[config.mk]
export PLATFORM = sky130hd
export DESIGN_NAME = prog_mem_ctrl
export DESIGN_NICKNAME = d
export VERILOG_FILES = /design/src/rtl/prog_mem_ctrl.sv
export SDC_FILE = /design/constraint.sdc
export NUM_CORES = 1
export LEC_CHECK = 0
export BUFFER_PORTS_ARGS = -buffer_cell sky130_fd_sc_hd__buf_4
export CAP_MARGIN = 5
export CORE_UTILIZATION = 25
export DETAILED_ROUTE_END_ITERATION = 10
export SLEW_MARGIN = 20
export SYNTH_ARGS = -nofsm -noshare
export SYNTH_HDL_FRONTEND = slang
export SYNTH_SLANG_ARGS = --single-unit
export TNS_END_PERCENT = 5
[constraint.sdc]
create_clock -name clk -period 8.65 [get_ports clk]
set_input_delay 1.2975 -clock clk [delete_from_list [all_inputs] [get_ports clk]]
set_output_delay 1.2975 -clock clk [all_outputs]
set_load 0.05 [all_outputs]
[src/rtl/prog_mem_ctrl.sv]
// rtl/prog_mem_ctrl.sv - program memory with registered fetch, load port, power-up clear; optional parity via PMEM_PARITY_EN
module prog_mem_ctrl #(
  parameter int              ADDR_W  = 5,
  parameter int              DATA_W  = 32,
  parameter int              OP_W    = 5,
  parameter logic [OP_W-1:0] HALT_OP = 5'b11111
) (
  input  logic              clk,
  input  logic              rst_n,
  input  logic              ld_en,
  input  logic [ADDR_W-1:0] ld_addr,
  input  logic [DATA_W-1:0] ld_data,
  input  logic              fetch_req,
  input  logic [ADDR_W-1:0] fetch_addr,
  output logic              fetch_ready,
  output logic [DATA_W-1:0] inst_out,
  output logic              inst_valid,
  output logic              halt_seen,
  output logic              init_busy
`ifdef PMEM_PARITY_EN
  ,
  output logic              par_err
`endif
);

  localparam int DEPTH = 2 ** ADDR_W;
`ifdef PMEM_PARITY_EN
  // Extra top bit holds even parity of the data bits
  localparam int MEM_W = DATA_W + 1;
`else
  localparam int MEM_W = DATA_W;
`endif

  typedef enum logic {S_INIT, S_RUN} state_t;

  state_t              state_q, state_d;
  logic [ADDR_W-1:0]   cnt_q, cnt_d;
  logic [DATA_W-1:0]   inst_out_q, inst_out_d;
  logic                inst_valid_q, inst_valid_d;
  logic                halt_seen_q, halt_seen_d;
  logic [MEM_W-1:0]    mem_q [DEPTH];

  logic [MEM_W-1:0]    rd_word;
  logic                accept;
  logic                is_halt;
  logic                wr_en;
  logic [ADDR_W-1:0]   wr_addr;
  logic [MEM_W-1:0]    wr_data;

  // State, clear counter and output registers
  always_ff @(posedge clk or negedge rst_n) begin
    if (!rst_n) begin
      state_q      <= S_INIT;
      cnt_q        <= '0;
      inst_out_q   <= '0;
      inst_valid_q <= 1'b0;
      halt_seen_q  <= 1'b0;
    end else begin
      state_q      <= state_d;
      cnt_q        <= cnt_d;
      inst_out_q   <= inst_out_d;
      inst_valid_q <= inst_valid_d;
      halt_seen_q  <= halt_seen_d;
    end
  end

  // Next state: sweep every word once, then run
  always_comb begin
    state_d = state_q;
    cnt_d   = cnt_q;
    if (state_q == S_INIT) begin
      cnt_d = cnt_q + 1'b1;
      if (&cnt_q) state_d = S_RUN;
    end
  end

  // FSM outputs
  always_comb begin
    init_busy   = (state_q == S_INIT);
    fetch_ready = (state_q == S_RUN) && !halt_seen_q;
  end

  // Fetch, halt tracking and write-port selection; reads see the pre-edge contents
  always_comb begin
    rd_word      = mem_q[fetch_addr];
    accept       = fetch_req && fetch_ready;
    is_halt      = (rd_word[DATA_W-1 -: OP_W] == HALT_OP);
    inst_out_d   = accept ? rd_word[DATA_W-1:0] : inst_out_q;
    inst_valid_d = accept;
    halt_seen_d  = halt_seen_q;
    if ((state_q == S_RUN) && ld_en) halt_seen_d = 1'b0;
    // A halt delivered on the same edge as a load keeps the flag set
    if (accept && is_halt) halt_seen_d = 1'b1;
    if (state_q == S_INIT) begin
      wr_en   = 1'b1;
      wr_addr = cnt_q;
      wr_data = '0;
    end else begin
      wr_en   = ld_en;
      wr_addr = ld_addr;
`ifdef PMEM_PARITY_EN
      wr_data = {^ld_data, ld_data};
`else
      wr_data = ld_data;
`endif
    end
  end

  // Storage array; contents are defined by the clear sweep, not by reset
  always_ff @(posedge clk) begin
    if (wr_en) mem_q[wr_addr] <= wr_data;
  end

`ifdef PMEM_PARITY_EN
  logic par_err_q, par_err_d;

  // Parity check result travels with the fetched word
  always_comb begin
    par_err_d = accept && ((^rd_word[DATA_W-1:0]) != rd_word[DATA_W]);
  end

  // Parity error register
  always_ff @(posedge clk or negedge rst_n) begin
    if (!rst_n) par_err_q <= 1'b0;
    else        par_err_q <= par_err_d;
  end

  assign par_err = par_err_q;
`endif

  assign inst_out   = inst_out_q;
  assign inst_valid = inst_valid_q;
  assign halt_seen  = halt_seen_q;

endmodule
==> results of run 1 <==
## cells by family (layout without fill, tap and decap cells)
| family | Yosys count | count (layout) |
|---|---|---|
| muxes | 352 | 352 |
| and+or+nand+nor | 136 | 136 |
| xor gates and xnor gates | 3 | 3 |
| buffers and inverters | 93 | 316 |
| other | 0 | 4 |
| AOI/OAI and AO/OA | 48 | 48 |
| adders and majority gates | 2 | 2 |
| DFF | 1064 | 1064 |
## cells in the mapped netlist (3+ instances only)
library cell | number | area, sq um
sky130_fd_sc_hd__o21ai_1 | 27 | 135.1
sky130_fd_sc_hd__mux4_2 | 315 | 7094
sky130_fd_sc_hd__dfrtp_1 | 40 | 1001
sky130_fd_sc_hd__clkbuf_1 | 20 | 75.07
sky130_fd_sc_hd__nor2b_1 | 3 | 18.77
sky130_fd_sc_hd__nand2_1 | 47 | 176.4
sky130_fd_sc_hd__buf_1 | 4 | 15.01
sky130_fd_sc_hd__or3b_2 | 3 | 26.28
sky130_fd_sc_hd__edfxtp_1 | 1024 | 30750
sky130_fd_sc_hd__o22ai_1 | 8 | 50.05
sky130_fd_sc_hd__xnor2_1 | 3 | 26.28
sky130_fd_sc_hd__buf_4 | 25 | 187.7
sky130_fd_sc_hd__mux2i_1 | 32 | 320.3
sky130_fd_sc_hd__buf_6 | 5 | 56.30
sky130_fd_sc_hd__o21ai_0 | 4 | 20.02
sky130_fd_sc_hd__buf_2 | 34 | 170.2
sky130_fd_sc_hd__and2_1 | 32 | 200.2
sky130_fd_sc_hd__nor2_1 | 36 | 135.1
sky130_fd_sc_hd__nand3b_1 | 3 | 22.52
sky130_fd_sc_hd__mux2_2 | 5 | 56.30
sky130_fd_sc_hd__inv_1 | 4 | 15.01
## layout by cell type (no fill, tap or decap), types with 7 or more instances in the layout
master                      instances
sky130_fd_sc_hd__o22ai_1            8
sky130_fd_sc_hd__buf_4            118
sky130_fd_sc_hd__edfxtp_1        1024
sky130_fd_sc_hd__bufinv_16          7
sky130_fd_sc_hd__mux2i_1           32
sky130_fd_sc_hd__o21ai_1           27
sky130_fd_sc_hd__clkinv_1          22
sky130_fd_sc_hd__dfrtp_1           39
sky130_fd_sc_hd__clkbuf_1          25
sky130_fd_sc_hd__and2_1            30
sky130_fd_sc_hd__mux4_2           315
sky130_fd_sc_hd__nor2_4            32
sky130_fd_sc_hd__nand2_1           46
sky130_fd_sc_hd__clkinv_2          15
sky130_fd_sc_hd__clkbuf_16        105
## power groups by stage
stage	registers [mW]	clock network [mW]	logic, mW
2_1_floorplan	5.91	0	0.335
3_3_place_gp	5.83	0	0.633
5_1_grt	5.72	4.62	0.678
6_report	5.72	4.36	0.633
3_5_place_dp	5.83	0	0.649
4_1_cts	5.72	4.44	0.649
## worst paths after layout
check / end / depth (start not counted) / slack, ps / startpoint
setup / recovery: inst_out[30] / 6 / 4870 / fetch_addr[2]
hold / removal: inst_out[7] / 2 / 490 / inst_out[7]
setup reg to reg: mem_q[21][4] / 5 / 5410 / state_q
hold reg to reg: inst_out[7] / 2 / 490 / inst_out[7]
max in group asynchronous: state_q / 1 / 7260 / rst_n
min in group asynchronous: inst_out[21] / 1 / 750 / rst_n
## flip-flops by register name, indices dropped and copies added, names as in the netlist
| register | cells |
|---|---|
| cnt_q | 5 |
| halt_seen | 1 |
| inst_out | 32 |
| inst_valid | 1 |
| mem_q | 1024 |
| state_q | 1 |
## per-layer routing
metal / GRT usage, % / vias up / part of all wire (%)
met2: 20.57 / 664 / 51
met1: 15.97 / 9974 / 41
met5: 0 / - / 0.013
met3: 2.147 / 118 / 6.8
li1: - / 7555 / -
met4: 2.853 / 2 / 1.7
## metrics by stage
stage / util [%] / std cells / worst slack [ps] / hold WS [ps]
global placement: 27.40 / 3892 / 4163 / 487.6
detailed placement: 27.40 / 3892 / 4091 / 488.9
global route: 29.44 / 4082 / 4698 / 542.7
CTS: 29.43 / 4081 / 4819 / 502.0
finish: 29.44 / 4085 / 4870 / 493.1
floorplan: - / 1698 / 5082 / 511.0
## worst min-delay path: cells and delay by family (launching register included)
| family | cells | cell delay [ps] |
|---|---|---|
| flip-flops | 1 | 340 |
| AO/OA/AOI/OAI | 1 | 70 |
| AND/OR/NAND/NOR | 1 | 50 |
## cell type report
cell class                      count  share of cell area (%)
Inverter                            5                 0.04484
Clock inverter                     54                   1.029
Timing Repair Buffer              122                   2.015
Antenna cell                        4                 0.02110
Clock buffer                      135                   5.882
Tap cell                         2160                   5.698
Sequential cell                  1064                   66.94
Multi-Input combinational cell    541                   18.37
==> results.md, run 1 <==
| Metric | Value | Unit |
|:---|:---|:---|
| Setup Skew | 45.97 | ps |
| Share of the synthesized netlist area taken by xor and xnor gates | 0.06452 | % |
| Synth async-reset ratio | 3.759 | % |
| Relative area change from synthesis to final layout | 16.48 | % |
| Critical-path cell list | buf_4, buf_4, mux4_2, mux4_2, mux2i_1, o21ai_0 | - |
| Net Count, Synth | 1746 | - |
| Die Y | 405.6 | microns |
| Classification of the worst-slack hold path | flip-flop to flip-flop | - |
| Slew at the pin closest to its max-slew limit | 1109 | ps |
| Synthesized instance count | 1698 | - |
| Sum of routed wire length over all layers | 99650 | microns |
| First-pass GRT wire length | 142100 | microns |
| Simple-gate share of the synthesized area | 1.598 | % |
| Worst slew slack as a fraction of its limit | 25.82 | % |
| Cell row count | 147 | - |
| Final-report setup violation count | 0 | - |
| Number of buffers inserted by hold repair at cts | 0 | - |
| Worst-path cell with the longest stage delay | sky130_fd_sc_hd__buf_4 | - |
| Area inside the core boundary | 0.1611 | sq mm |
| Synth Cell Area | 0.04072 | sq mm |
| Compound-Gate Fraction of Synth Area | 0.6760 | % |
| CP required | 9140 | ps |
| Port buffer count | 81 | - |
| Switching share of total power | 21.57 | % |
| Total of flip-flops plus latches after synthesis | 1064 | - |
| Routed length per instance | 24.39 | microns |
| Total GRT Usage | 12.09 | % |
| Fin Setup TNS | 0 | ps |
| Internal power | 8.402 | mW |
| Setup repair after global routing missed its margin | false | - |
| Initial cell density of the core | 25.27 | % |
| Kind of cell adding the most delay to the critical path | buffers and inverters | - |
| Vias in the first global route | 19300 | - |
| Synthesized-area fraction occupied by adder cells | 0.06145 | % |
| Cell area after layout | 0.04743 | sq mm |
| Maximum number of pins on one net before global-route repair | 113 | - |
| Number of buffers created by CTS | 103 | - |
| Signal arrival time at the worst endpoint | 4270 | ps |
| Part of the total power dissipated in sequential elements | 53.4 | % |
| Clock tree from TritonCTS | yes | - |
| Die W | 405.6 | microns |
| Crit path largest cell delay | 750 | ps |
| Nets | 1885 | - |
| CP Capture Type | flip-flop | - |
| Cell at the root of the clock tree | sky130_fd_sc_hd__clkbuf_16 | - |
| Synthesis Warnings | 0 | - |
| Reported net switching power | 2.311 | mW |
| Antenna violations before repair | 4 | - |
| Launching element type of the critical path | primary input | - |
| H-Tree Level Count | 3 | - |
| Via/cell ratio | 4.483 | - |
| Post-route antenna net violation count | 0 | - |
| Final estimated routing congestion in global placement | 0.7255 | - |
| Iteration-0 DRC count of the detailed router | 1975 | - |
| Combinational power share | 5.9 | % |
| Max Clock Freq | 264.6 | MHz |
| EDFF count, synth | 1024 | - |
| Count of vias placed by the detailed router | 18310 | - |
| Top FF cell, synth | sky130_fd_sc_hd__edfxtp_1 | - |
| Share of total power in the clock network | 40.7 | % |
| Crit path buffers/inverters | 2 | - |
| Setup fix buffers added after clock tree synthesis | 0 | - |
| Final slew viol count | 0 | - |
| Area occupied by multi-input gates | 0.008715 | sq mm |
| Combinational family with the most area after synthesis | multiplexers | - |
| Insertion delay to the later sink of the worst-skew pair | 670 | ps |
| Final worst-path cycle share | 43.69 | % |
| CP Class | primary input to flip-flop | - |
| Leakage power summed over all cells | 14.53 | nW |
| Total power draw | 10.71 | mW |
| Die area | 0.1645 | sq mm |
| Detailed-routing iteration count for the pre-antenna-repair pass | 5 | - |
| Post-detailed-placement half-perimeter wirelength | 51890 | microns |
| Final critical path time including I/O delays and setup | 3780 | ps |
| Number of buffers on the longest clock path | 3 | - |
| Share of post-route cells with drive strength above 1 | 32.74 | % |
| Ratio of total power to cell area | 225.8 | mW/mm^2 |
| Max-cap violation count | 0 | - |
| GR Overflow Total | 0 | - |
| Count of different cell masters after synthesis | 39 | - |
| Placed cell areas | 0.04414 | sq mm |
| Clock slew seen by the registers of the worst setup and hold paths | 60 | ps |
| Status | finished, final reports clean | - |
| Quantity of gates resized following cts | 0 | - |
| IO Count | 82 | - |
| Crit Path Max Fanout | 55 | - |
| Worst voltage drop across the vdd grid | 0.1746 | mV |
| Residual DRC count | 0 | - |
| Multiplexer area fraction after synthesis | 18.35 | % |
| Total number of clock tree sinks | 1064 | - |
| Avg Cell Area, Syn | 23.98 | sq um |
| Post-synthesis sequential area ratio | 77.97 | % |
| Number of inserted filler cells in the final layout | 15520 | - |
| Sequential cell area in the final layout | 0.03175 | sq mm |
| Final-report hold violation count | 0 | - |
No activity file was read; power rests on OpenSTA's default activity.
==> run 2: changes to the inputs <==
==> constraint.sdc (replaced) <==
create_clock -name clk -period 3.7 [get_ports clk]
set_input_delay 0.555 -clock clk [delete_from_list [all_inputs] [get_ports clk]]
set_output_delay 0.555 -clock clk [all_outputs]
set_load 0.05 [all_outputs]
==> run 2 against run 1 <==
Compared with the run above: non-clock buffer count up 46; first-iteration DRC count grew 16%; sequential share of layout area is 1.4 points lower; final area grew 2.2%.
==> results.md, run 2 (synthesis results as in run 1) <==
| Metric | Value | Unit |
|:---|:---|:---|
| Status | finished, final reports clean | - |
| Post-route antenna net violation count | 0 | - |
| Die area | 0.1645 | sq mm |
| WHS | 231.5 | ps |
| Cell at the root of the clock tree | sky130_fd_sc_hd__clkbuf_16 | - |
| Cell area after layout | 0.04847 | sq mm |
| IO Count | 82 | - |
| Antenna fix cells | 0 | - |
| Detailed-routing iteration count for the pre-antenna-repair pass | 5 | - |
| Slew at the pin closest to its max-slew limit | 1076 | ps |
| Ratio of total power to cell area | 536.7 | mW/mm^2 |
| Reg-to-reg endpoint | mem_q[14][15] | - |
| GR Overflow Total | 0 | - |
| First-pass GRT wire length | 146000 | microns |
| Sum of routed wire length over all layers | 104200 | microns |
| Count of cells along the worst register-to-register path | 6 | - |
| Crit path largest cell delay | 710 | ps |
| Residual DRC count | 0 | - |
| Die Y | 405.6 | microns |
| Final critical path time including I/O delays and setup | 2763 | ps |
| Fin Setup TNS | 0 | ps |
| Die W | 405.6 | microns |
| Final-report hold violation count | 0 | - |
| Setup repair after global routing missed its margin | false | - |
| Most used cell, CP | sky130_fd_sc_hd__buf_4 | - |
| Classification of the worst-slack hold path | primary input to flip-flop | - |
| Top register by number of flip-flops | mem_q | - |
| Setup fix buffers added after clock tree synthesis | 0 | - |
| Total number of clock tree sinks | 1064 | - |
| Routed length per instance | 25.15 | microns |
| Share of post-route cells with drive strength above 1 | 34.98 | % |
| Antenna violations before repair | 1 | - |
| Post-detailed-placement half-perimeter wirelength | 57980 | microns |
| Worst slew slack as a fraction of its limit | 28.25 | % |
| Worst voltage drop across the vdd grid | 0.3617 | mV |
| Vias in the first global route | 19370 | - |
| Number of buffers on the longest clock path | 3 | - |
| Clock slew seen by the registers of the worst setup and hold paths | 60 | ps |
| CP required | 4050 | ps |
| Clock tree from TritonCTS | yes | - |
| Relative area change from synthesis to final layout | 19.02 | % |
| Launching element type of the critical path | flip-flop | - |
| CP Capture Type | flip-flop | - |
| Placed cell areas | 0.04477 | sq mm |
| Number of buffers inserted by hold repair at cts | 1 | - |
| Crit Path Max Fanout | 25 | - |
| Area inside the core boundary | 0.1611 | sq mm |
| Worst-path cell with the longest stage delay | sky130_fd_sc_hd__nor2_4 | - |
| Insertion delay to the later sink of the worst-skew pair | 680 | ps |
| CP Class | flip-flop to flip-flop | - |
| Initial cell density of the core | 25.27 | % |
| Minimum setup slack among reg-to-reg paths | 940 | ps |
| Most common cell after layout, fill and taps aside | sky130_fd_sc_hd__edfxtp_1 | - |
| Via/cell ratio | 4.547 | - |
| Cell row count | 147 | - |
| H-Tree Level Count | 3 | - |
| Critical path launch point | state_q | - |
| Signal arrival time at the worst endpoint | 3120 | ps |
| Port buffer count | 81 | - |
| Max Clock Freq | 362.0 | MHz |
| Final slew viol count | 0 | - |
| Reg-to-reg critical path startpoint | state_q | - |
| Critical path destination | mem_q[14][15] | - |
| Count of vias placed by the detailed router | 18830 | - |
| Most frequent cells in the layout | 1024 x sky130_fd_sc_hd__edfxtp_1, 315 x sky130_fd_sc_hd__mux4_2, 137 x sky130_fd_sc_hd__buf_4 | - |
| Final-report setup violation count | 0 | - |
| Leakage power summed over all cells | 15.05 | nW |
| Setup Skew | 35.86 | ps |
| Total GRT Usage | 12.57 | % |
| Final worst-path cycle share | 74.66 | % |
| Critical-path cell list | buf_4, nand3_1, o21ai_0, nand2_1, nor2_4, buf_4 | - |
| Max reg flops | 1024 | - |
| Max-cap violation count | 0 | - |
| Quantity of gates resized following cts | 0 | - |
| Iteration-0 DRC count of the detailed router | 2294 | - |
| Number of buffers created by CTS | 108 | - |
| Final estimated routing congestion in global placement | 0.7315 | - |
| Maximum number of pins on one net before global-route repair | 52 | - |
| Nets | 1936 | - |
[run 2: how the worst min path moves through the flow]
stage	startpoint	endpoint	slack, ps	depth (start not counted)
6_report	ld_en	halt_seen	230	4
2_1_floorplan	rst_n	cnt_q[0]	260	0
5_1_grt	ld_en	halt_seen	260	4
3_5_place_dp	inst_out[30]	inst_out[30]	480	2
3_3_place_gp	inst_out[30]	inst_out[30]	480	2
4_1_cts	ld_en	halt_seen	190	4
[run 2: report_power, final]
part,switching (mW),total [mW],internal (mW)
registers,0.0836,13.4,13.3
clock network,4.51,11.1,6.57
logic,0.973,1.55,0.575
[run 2: cell type report]
cell class                      instances  area [sq um]
Sequential cell                      1064         31750
Multi-Input combinational cell        541          8732
Tap cell                             2160          2703
Clock inverter                         49         566.8
Inverter                                5         21.27
Fill cell                           15400        112700
Clock buffer                          154          3080
Timing Repair Buffer                  168          1612
[run 2: metrics by stage]
step / util [%] / std cells / total power [mW] / setup slack (ps)
after floorplan: - / 1698 / 14.60 / 331.9
after CTS: 30.05 / 4139 / 26.23 / 860.1
after global routing: 30.08 / 4141 / 26.71 / 800.3
final: 30.08 / 4141 / 26.01 / 937.4
after detailed placement: 27.78 / 3935 / 15.22 / 711.3
after global placement: 27.78 / 3935 / 15.19 / 729.8
[run 2: critical path, delay by kind of cell (launching register included)]
family	cells	cell delay (ps)
DFF	1	470
and+or+nand+nor	3	1140
buffers and inverters	2	690
AOI/OAI and AO/OA	1	130
[run 2: layer usage]
layer / up-vias / part of all wire [%] / GRT usage (%)
met4: 0 / 2.6 / 3.820
met5: - / 0 / 0
met1: 10300 / 41 / 16.74
li1: 7651 / - / -
met3: 159 / 6.6 / 2.099
met2: 723 / 50 / 20.93
==> run 3: changes to the inputs <==
--- a/config.mk
+++ b/config.mk
@@ -5,6 +5,7 @@
 export SDC_FILE = /design/constraint.sdc
 export NUM_CORES = 1
 export LEC_CHECK = 0
+export ABC_AREA = 1
 export BUFFER_PORTS_ARGS = -buffer_cell sky130_fd_sc_hd__buf_4
 export CAP_MARGIN = 5
 export CORE_UTILIZATION = 25
==> constraint.sdc (replaced) <==
create_clock -name clk -period 2.81 [get_ports clk]
set_input_delay 0.4215 -clock clk [delete_from_list [all_inputs] [get_ports clk]]
set_output_delay 0.4215 -clock clk [all_outputs]
set_load 0.05 [all_outputs]
==> run 3 against run 2 <==
Compared with the run above: setup slack got worse by 830 ps; clock power increased by 25%; first-iteration DRC count increased by 30%; die area up 4.2%; via count rose by 46%; combinational power grew 59%; cell count is 41% higher.
==> results.md, run 3 <==
| Metric | Value | Unit |
|:---|:---|:---|
| Status | finished, final reports clean | - |
| Top cell type's share of synthesized area | 72.44 | % |
| Reg-to-reg critical path startpoint | state_q | - |
| Total of flip-flops plus latches after synthesis | 1064 | - |
| Most common cell after layout, fill and taps aside | sky130_fd_sc_hd__edfxtp_1 | - |
| Number of inserted filler cells in the final layout | 16910 | - |
| Count of cells along the worst register-to-register path | 8 | - |
| Max Clock Freq | 370.2 | MHz |
| Final worst-path cycle share | 96.13 | % |
| Max-cap violation count | 0 | - |
| Clock tree from TritonCTS | yes | - |
| Final slew viol count | 0 | - |
| Avg Cell Area, Syn | 12.30 | sq um |
| Count of vias placed by the detailed router | 27430 | - |
| Commonest cells in the netlist | 1024 x sky130_fd_sc_hd__edfxtp_1, 749 x sky130_fd_sc_hd__nand2_1, 479 x sky130_fd_sc_hd__nor2_1, 426 x sky130_fd_sc_hd__o21ai_0, 216 x sky130_fd_sc_hd__o22ai_1 | - |
| Top area cells in the synthesized netlist | sky130_fd_sc_hd__edfxtp_1 72%, sky130_fd_sc_hd__nand2_1 6.6%, sky130_fd_sc_hd__o21ai_0 5.0% | - |
| GR Overflow Total | 0 | - |
| Die area | 0.1714 | sq mm |
| Synth Cell Area | 0.04245 | sq mm |
| Synthesized instance count | 3451 | - |
| Synthesis Warnings | 0 | - |
| Net Count, Synth | 3499 | - |
| CP Class | flip-flop to flip-flop | - |
| Startpoint of the most critical hold path | ld_en | - |
| Post-detailed-placement half-perimeter wirelength | 63380 | microns |
| Synth async-reset ratio | 3.759 | % |
| Max reg flops | 1024 | - |
| Dominant cell type by area after synthesis | sky130_fd_sc_hd__edfxtp_1 | - |
| Iteration-0 DRC count of the detailed router | 2980 | - |
| Pre-CTS setup slack | 186.3 | ps |
| Area occupied by multi-input gates | 0.009569 | sq mm |
| Detailed-routing iteration count for the pre-antenna-repair pass | 5 | - |
| Sequential cell area in the final layout | 0.03175 | sq mm |
| Cell row count | 150 | - |
| First-pass GRT wire length | 174200 | microns |
| Cell area after layout | 0.04992 | sq mm |
| Number of buffers on the longest clock path | 3 | - |
| Routed length per instance | 20.33 | microns |
| Residual DRC count | 0 | - |
| Die W | 414.1 | microns |
| Setup repair after global routing missed its margin | false | - |
| Vias in the first global route | 26340 | - |
| Leakage power summed over all cells | 17.06 | nW |
| Area inside the core boundary | 0.1678 | sq mm |
| Worst voltage drop across the vdd grid | 0.5875 | mV |
| Initial cell density of the core | 25.30 | % |
| Total power draw | 33.98 | mW |
| Reg-to-reg endpoint | mem_q[6][13] | - |
| Clock slew seen by the registers of the worst setup and hold paths | 60 | ps |
| Placed cell areas | 0.04648 | sq mm |
| EDFF count, synth | 1024 | - |
| Top FF cell, synth | sky130_fd_sc_hd__edfxtp_1 | - |
| Crit Path Max Fanout | 18 | - |
| Final estimated routing congestion in global placement | 0.7619 | - |
| Via/cell ratio | 4.698 | - |
| Worst hold path stage count | 4 | - |
| Most numerous cell in the Yosys netlist | sky130_fd_sc_hd__edfxtp_1 | - |
| IO Count | 82 | - |
| Classification of the worst-slack hold path | primary input to flip-flop | - |
| Synthesized-area fraction occupied by adder cells | 0.05895 | % |
| Minimum setup slack among reg-to-reg paths | 110 | ps |
| Count of different cell masters after synthesis | 26 | - |
| Share of the synthesized netlist area taken by xor and xnor gates | 0.06190 | % |
| H-Tree Level Count | 3 | - |
| Compound-Gate Fraction of Synth Area | 8.418 | % |
| Endpoint, Worst Hold | halt_seen | - |
| Antenna fix cells | 0 | - |
| Top register by number of flip-flops | mem_q | - |
| Worst slew slack as a fraction of its limit | 26.98 | % |
| Relative area change from synthesis to final layout | 17.59 | % |
| Signal arrival time at the worst endpoint | 3030 | ps |
| Combinational family with the most area after synthesis | simple AND/OR/NAND/NOR gates | - |
| Port buffer count | 81 | - |
| Post-synthesis sequential area ratio | 74.80 | % |
| Most frequent cells in the layout | 1024 x sky130_fd_sc_hd__edfxtp_1, 748 x sky130_fd_sc_hd__nand2_1, 447 x sky130_fd_sc_hd__nor2_1 | - |
| Launching element type of the critical path | flip-flop | - |
| Ratio of total power to cell area | 680.7 | mW/mm^2 |
| Simple-gate share of the synthesized area | 13.43 | % |
| Setup Skew | 24.39 | ps |
| Nets | 3595 | - |
| Total number of clock tree sinks | 1064 | - |
| Cell at the root of the clock tree | sky130_fd_sc_hd__clkbuf_16 | - |
| Sum of routed wire length over all layers | 118700 | microns |
| CP Capture Type | flip-flop | - |
| Insertion delay to the later sink of the worst-skew pair | 680 | ps |
| Number of buffers created by CTS | 107 | - |
| Slew at the pin closest to its max-slew limit | 1094 | ps |
| Final-report setup violation count | 0 | - |
| Post-route setup slack | 108.8 | ps |
| Post-route antenna net violation count | 0 | - |
| Setup fix buffers added after clock tree synthesis | 0 | - |
| Total GRT Usage | 13.43 | % |
| Antenna violations before repair | 0 | - |
| Die Y | 414.1 | microns |
| Share of post-route cells with drive strength above 1 | 11.28 | % |
| Multiplexer area fraction after synthesis | 0 | % |
| CP required | 3140 | ps |
| Final critical path time including I/O delays and setup | 2701 | ps |
| Final-report hold violation count | 0 | - |
| Maximum number of pins on one net before global-route repair | 113 | - |
run 3: cell families (layout without fill, tap and decap cells):
group,after synthesis,after routing
AO/OA/AOI/OAI,660,660
XOR/XNOR,3,3
adder cells (fa/ha/maj),2,2
buffers and inverters,277,462
flip-flops,1064,1064
AND/OR/NAND/NOR,1445,1445
run 3: stage by stage:
stage	hold WS [ps]	instances	setup TNS [ps]	utilization [%]
global placement	469.1	5641	0	27.70
detailed placement	472.6	5641	0	27.70
CTS	128.7	5840	0	29.75
finish	151.7	5840	0	29.75
global route	144.3	5840	0	29.75
floorplan	125.9	3451	-303070	-
run 3: critical path, stage by stage (launching register included):
cell                      delay, ps
sky130_fd_sc_hd__dfrtp_2        480
sky130_fd_sc_hd__inv_2          130
sky130_fd_sc_hd__or2_2          290
sky130_fd_sc_hd__o21ai_0        270
sky130_fd_sc_hd__inv_1          150
sky130_fd_sc_hd__nor2_1         190
sky130_fd_sc_hd__nand2_1        270
sky130_fd_sc_hd__nor2_4         170
sky130_fd_sc_hd__buf_4          370
run 3: worst max path at each step:
stage                     startpoint            to  slack [ps]  cells after the start
after global routing         state_q   mem_q[0][4]          10                      8
after CTS                    state_q  mem_q[0][11]         160                      8
after detailed placement     state_q  mem_q[2][13]         190                      8
after floorplan              state_q  mem_q[10][0]        -320                      8
after global placement       state_q  mem_q[0][12]         150                      8
final                        state_q  mem_q[6][13]         110                      8
run 3: area by class of cell:
type	count	share of cell area, %
multi-input cells	2110	19.17
clock buffers	134	5.753
inverters	48	0.4136
repair buffers	216	4.424
well taps	2204	5.524
clock inverters	64	1.105
flip-flops and latches	1064	63.61
run 3: metal layers:
layer / up-vias / part of all wire [%] / track usage, %
li1: 12560 / - / -
met1: 13570 / 42 / 17.89
met2: 1110 / 47 / 22.05
met3: 187 / 7.1 / 1.870
met4: 0 / 3.6 / 5.261
met5: - / 0 / 0
run 3: power by group:
part / switching [mW] / total, mW / internal [mW]
combinational: 1.80 / 2.47 / 0.666
clock: 5.97 / 13.9 / 7.97
sequential: 0.0746 / 17.6 / 17.5
run 3: timing repair:
action / in CTS / in global routing
hold endpoints to repair: 40 / 0
hold buffers: 1 / 0
endpoints found under the setup margin: 0 / 3
gates resized for setup: 0 / 1
